## src/rtl/otp_pad_scheduler.sv

```systemverilog
// otp_pad_scheduler
//   Shares the one-time-pad register file and LFSR pad generator between an
//   encrypt and a decrypt requester. Round-robin arbitration, lowest-free slot
//   allocation on encrypt, single-use enforcement via a valid bitmap.
//
//   Optional feature macro: OTP_SCHED_ZEROIZE_EN
//     When defined, a successful decrypt spends one extra cycle (ZERO) writing
//     zero over the consumed pad slot before the response.
//
// Ports
//   clk, rst_n            clock, synchronous active-low reset
//   enc_req/enc_data      encrypt request (held until enc_gnt) and plaintext
//   enc_gnt               one-cycle encrypt grant
//   dec_req/dec_slot/
//   dec_data              decrypt request, slot and ciphertext
//   dec_gnt               one-cycle decrypt grant
//   prn, prn_adv          LFSR output and advance strobe
//   pad_we/pad_wa/pad_wd  pad register-file write port
//   pad_ra/pad_rd         pad register-file read port (combinational read)
//   out_valid             one-cycle result strobe
//   out_data/out_slot/
//   out_err/out_dec       registered result fields (held between results)
//   used/full/empty       occupancy of the slot bitmap
module otp_pad_scheduler #(
  parameter int SLOTS = 8,
  parameter int AW    = 3,
  parameter int W     = 8
) (
  input  logic          clk,
  input  logic          rst_n,
  input  logic          enc_req,
  input  logic [W-1:0]  enc_data,
  output logic          enc_gnt,
  input  logic          dec_req,
  input  logic [AW-1:0] dec_slot,
  input  logic [W-1:0]  dec_data,
  output logic          dec_gnt,
  input  logic [W-1:0]  prn,
  output logic          prn_adv,
  output logic          pad_we,
  output logic [AW-1:0] pad_wa,
  output logic [W-1:0]  pad_wd,
  output logic [AW-1:0] pad_ra,
  input  logic [W-1:0]  pad_rd,
  output logic          out_valid,
  output logic [W-1:0]  out_data,
  output logic [AW-1:0] out_slot,
  output logic          out_err,
  output logic          out_dec,
  output logic [AW:0]   used,
  output logic          full,
  output logic          empty
);

  typedef enum logic [2:0] {
    IDLE,
    ENC,
    DEC,
`ifdef OTP_SCHED_ZEROIZE_EN
    ZERO,
`endif
    RESP
  } state_t;

  state_t          state, state_nx;
  logic [SLOTS-1:0] valid, valid_nx;
  logic            last_winner, last_winner_nx;   // 0 = enc, 1 = dec
  logic [W-1:0]    res_data, res_data_nx;
  logic [AW-1:0]   res_slot, res_slot_nx;
  logic            res_err, res_err_nx;
  logic            res_dec, res_dec_nx;

  logic [AW-1:0]   free_slot;
  logic            any_free;
  logic [AW:0]     cnt;

  // Descending scan so the lowest free index is the last assignment to win.
  always_comb begin
    free_slot = '0;
    any_free  = 1'b0;
    for (int unsigned i = SLOTS; i > 0; i--) begin
      if (!valid[i-1]) begin
        free_slot = AW'(i - 1);
        any_free  = 1'b1;
      end
    end
  end

  always_comb begin
    cnt = '0;
    for (int unsigned i = 0; i < SLOTS; i++) begin
      cnt = cnt + (AW+1)'(valid[i]);
    end
  end

  assign used  = cnt;
  assign full  = (cnt == (AW+1)'(SLOTS));
  assign empty = (cnt == '0);

  always_ff @(posedge clk) begin
    if (!rst_n) begin
      state       <= IDLE;
      valid       <= '0;
      last_winner <= 1'b1;
      res_data    <= '0;
      res_slot    <= '0;
      res_err     <= 1'b0;
      res_dec     <= 1'b0;
    end else begin
      state       <= state_nx;
      valid       <= valid_nx;
      last_winner <= last_winner_nx;
      res_data    <= res_data_nx;
      res_slot    <= res_slot_nx;
      res_err     <= res_err_nx;
      res_dec     <= res_dec_nx;
    end
  end

  always_comb begin
    state_nx       = state;
    valid_nx       = valid;
    last_winner_nx = last_winner;
    res_data_nx    = res_data;
    res_slot_nx    = res_slot;
    res_err_nx     = res_err;
    res_dec_nx     = res_dec;
    enc_gnt        = 1'b0;
    dec_gnt        = 1'b0;
    prn_adv        = 1'b0;
    pad_we         = 1'b0;
    pad_wa         = '0;
    pad_wd         = '0;
    pad_ra         = '0;
    out_valid      = 1'b0;

    case (state)
      IDLE: begin
        // enc goes if alone, or on a tie when dec won last time
        if (enc_req && (!dec_req || last_winner)) begin
          state_nx = ENC;
        end else if (dec_req) begin
          state_nx = DEC;
        end
      end

      ENC: begin
        enc_gnt        = 1'b1;
        last_winner_nx = 1'b0;
        res_dec_nx     = 1'b0;
        state_nx       = RESP;
        if (any_free) begin
          pad_we              = 1'b1;
          pad_wa              = free_slot;
          pad_wd              = prn;
          prn_adv             = 1'b1;
          valid_nx[free_slot] = 1'b1;
          res_data_nx         = prn ^ enc_data;
          res_slot_nx         = free_slot;
          res_err_nx          = 1'b0;
        end else begin
          res_data_nx = '0;
          res_slot_nx = '0;
          res_err_nx  = 1'b1;
        end
      end

      DEC: begin
        dec_gnt        = 1'b1;
        last_winner_nx = 1'b1;
        pad_ra         = dec_slot;
        res_dec_nx     = 1'b1;
        res_slot_nx    = dec_slot;
        state_nx       = RESP;
        if (valid[dec_slot]) begin
          res_data_nx        = pad_rd ^ dec_data;
          res_err_nx         = 1'b0;
          valid_nx[dec_slot] = 1'b0;
`ifdef OTP_SCHED_ZEROIZE_EN
          state_nx           = ZERO;
`endif
        end else begin
          res_data_nx = '0;
          res_err_nx  = 1'b1;
        end
      end

`ifdef OTP_SCHED_ZEROIZE_EN
      ZERO: begin
        // res_slot already holds the consumed slot from the DEC cycle
        pad_we   = 1'b1;
        pad_wa   = res_slot;
        pad_wd   = '0;
        state_nx = RESP;
      end
`endif

      RESP: begin
        out_valid = 1'b1;
        state_nx  = IDLE;
      end

      default: state_nx = IDLE;
    endcase
  end

  assign out_data = res_data;
  assign out_slot = res_slot;
  assign out_err  = res_err;
  assign out_dec  = res_dec;

endmodule

```

## config.mk

```make
export PLATFORM = sky130hd
export DESIGN_NAME = otp_pad_scheduler
export DESIGN_NICKNAME = d
export VERILOG_FILES = /design/src/rtl/otp_pad_scheduler.sv
export SDC_FILE = /design/constraint.sdc
export NUM_CORES = 1
export LEC_CHECK = 0
export CORE_UTILIZATION = 39
export CTS_CLUSTER_SIZE = 14
export DETAILED_ROUTE_END_ITERATION = 10
export PLACE_DENSITY_LB_ADDON = 0.3
export SLEW_MARGIN = 20
export SYNTH_ARGS = -nofsm -noshare
export SYNTH_HDL_FRONTEND = slang
export SYNTH_SLANG_ARGS = --single-unit
```

## constraint.sdc

```tcl
create_clock -name clk -period 3.1 [get_ports clk]
set_input_delay 0.62 -clock clk [delete_from_list [all_inputs] [get_ports clk]]
set_output_delay 0.62 -clock clk [all_outputs]
set_load 0.01 [all_outputs]
```

==> metrics.md <==
| Metric | Value |
|---|---|
| Slew headroom | `61.01%` |
| GP Congestion | `0.8812` |
| Worst min-delay path category | `flip-flop to flip-flop` |
| Minimum clock period | `3856 ps` |
| Synth Instances | `235` |
| Non-Filler Instances | `369` |
| Failing checks | `negative setup slack` |
| Syn_area_per_cell | `7.859 um^2` |
| Fin. Hold Viols | `0` |
| Register area share after synthesis | `26.02%` |
| Cell depth of the worst setup path | `11` |
| Status | `finished, violations left` |
| Post-synthesis async set-or-reset flop share | `0%` |
| Area of the core | `0.004444 mm^2` |
| Post-DR wirelength/cell | `13.21 um` |
| Syn_nets | `286` |
| Hold slack final | `487.9 ps` |
| Chip Height | `70.82 um` |
| Cells after DPL | `362` |
| First-pass GRT wire length | `7886 um` |
| Max incr delay on CP | `530 ps` |
| Antenna-violating nets left | `0` |
| Hold depth | `2` |
| Via/cell ratio | `5.165` |
| Cell mode on critical path | `fa_1` |
| Initial detailed-routing violation count | `140` |
| Count leader, synth | `nand2_1` |
| Final core utilization | `63.94%` |
| GR Util All Layers | `19.71%` |
| Syn. warnings | `0` |
| Ports | `77` |
| CP Capture Type | `output port` |
| Placed Area | `0.002711 mm^2` |
| Critical path cell sequence | `fa_1 > inv_1 > fa_1 > fa_1 > inv_2 > ha_4 > inv_2 > fa_1 > nand2b_1 > nor3b_2 > buf_2` |
| Number of enable flip-flop cells after synthesis | `0` |
| PD cells | `642.1 mW/mm^2` |
| Crit path DAT | `3240 ps` |
| Clk pin slew, worst setup/hold paths | `80 ps` |
| VDD IR-drop max | `0.0003798 V` |
| Area grow syn2layout | `53.86%` |
| FMAX | `0.2594 GHz` |
| Design area | `0.002841 mm^2` |
| DR vias | `1906` |
| Pins Over Slew Limit | `0` |
| Commonest cells post-synth | `nand2_1, dfxtp_1, inv_1, xor2_1, o21ai_0` |
| Fin nets | `369` |
| Setup Total Neg Slack | `-3183 ps` |
| DR DRC count | `0` |
| Initial antenna violation count | `0` |
| Worst slew pin tran | `583.0 ps` |
| Worst reg2reg path depth | `6` |
| Worst EP required | `2480 ps` |
| Largest net degree at the start of global routing | `28` |
| Yosys top cell by area | `dfxtp_1` |
| CP top delay family | `adder cells` |
| CP Class | `flip-flop to output port` |
| Max Cap Violations | `0` |
| CTS Buffer Depth | `2` |
| H-Tree Depth | `1` |
| Crit start category | `flip-flop` |
| Leak | `1.143 nW` |
| Port bufs | `76` |
| Synth top area cells | `dfxtp_1, xor2_1, nand2_1, ha_1, fa_1` |
| CTS Buf Count | `3` |
| Synth unique cells | `49` |
| Clock Tree Root | `clkbuf_8` |
| Vias in the first global route | `1775` |
| Most used DFF post-synth | `dfxtp_1` |
| Post-DP HPWL | `3736 um` |
| CTS sink cnt | `24` |
| Router iterations before antenna repair | `4` |
| Period Utilization, post-route | `124.4%` |
| Die X | `70.82 um` |
| Worst path bufs/invs | `4` |
| Antenna Cells | `0` |
| Clk_skew | `3.131 ps` |
| Top-area cell type share of the netlist area | `26.02%` |
| GRT Residual Overflow | `0` |
| Clock Latency Late Sink | `270 ps` |
| Mapped cell area | `0.001847 mm^2` |
| Layout cells sized above 1 | `15.46%` |
| DRT Wirelength | `4875 um` |
| Final setup viols | `6` |
| Crit-path slowest cell | `fa_1` |
| Slack of the critical path | `-755.7 ps` |
| Yosys reg bits | `24` |
| RSZ-0062 raised after global routing | `yes` |
| Initial Utilization | `41.55%` |
| Row cnt | `24` |
| Worst-path fanout max | `2` |
| Die ar. | `0.005015 mm^2` |
| CTS tree | `done` |
[worst paths after layout]
path / startpoint / endpoint / slack (ps)
min reg2reg: out_err / out_err / 490
max: valid[0] / full / -760
min: out_err / out_err / 490
max reg2reg: state[0] / valid[2] / 1150
[sequential cells by signal, indices dropped and copies added (netlist names)]
| name | count |
|---|---|
| out_err | 1 |
| out_data | 8 |
| state | 2 |
| out_dec | 1 |
| out_slot | 3 |
| valid | 8 |
| last_winner | 1 |
[worst register-to-register path: cells and delay by family, from the launching register on]
kind | cells | cell delay, ps
and+or+nand+nor | 3 | 890
DFF | 1 | 400
adders and majority gates | 1 | 360
AOI/OAI and AO/OA | 1 | 140
buffers and inverters | 1 | 80
[repair_timing]
item,4_1_cts,5_1_grt
hold buffers,0,0
buffers inserted,1,3
pin swaps,3,1
gates resized for setup,34,7
endpoints found under the setup margin,17,13
[layout make-up]
cell class | instances | area, um^2
Fill cell | 389 | 1603
Multi-Input combinational cell | 177 | 1264
Timing Repair Buffer | 93 | 884.6
Sequential cell | 24 | 485.5
Inverter | 19 | 71.32
Tap cell | 52 | 65.06
Clock buffer | 3 | 41.29
Clock inverter | 1 | 30.03
[layer usage]
layer	up-vias	global-route usage, %	wire (um)
li1	961	-	-
met1	841	23.17	1979
met2	91	32.69	2282
met3	13	6.980	477
met4	0	8.222	136
met5	-	0	0
[cell families (layout without fill, tap and decap cells)]
group	after synthesis	in the layout	synth area share, %
and+or+nand+nor	93	93	26.70
AOI/OAI and AO/OA	53	53	19.85
buffers and inverters	34	116	8.536
DFF	24	24	26.02
xor gates and xnor gates	17	17	8.062
adders and majority gates	12	12	9.756
muxes	2	2	1.084
[report_power, final]
group | total [mW] | internal, mW | switching, mW
logic | 1.10 | 0.546 | 0.558
registers | 0.444 | 0.393 | 0.0504
clock network | 0.277 | 0.173 | 0.104
[through the flow]
| step | power (mW) | setup WS [ps] |
|---|---|---|
| after floorplan | 1.067 | -369.0 |
| after global placement | 1.514 | -868.6 |
| after detailed placement | 1.532 | -917.1 |
| after CTS | 1.826 | -737.1 |
| after global routing | 1.964 | -874.3 |
| final | 1.825 | -755.7 |
[cells in the final DEF (no fill, tap or decap), types with 3 or more instances in the layout]
cell,Yosys,routed
fa_1,4,4
clkdlybuf4s50_1,0,70
nor3b_1,4,3
nor2_1,7,7
o21ai_0,14,14
a21oi_1,5,4
buf_2,6,3
a32oi_1,6,6
buf_4,2,15
nand2b_1,11,11
inv_2,0,3
dfxtp_2,0,4
ha_1,8,7
nor3_1,5,4
clkbuf_8,0,3
dfxtp_1,24,20
nand3_1,5,5
inv_1,19,16
a31oi_1,11,10
nand2_1,36,36
buf_6,2,5
xor2_1,16,16
and2_1,12,12
No activity file was read; power rests on OpenSTA's default activity.
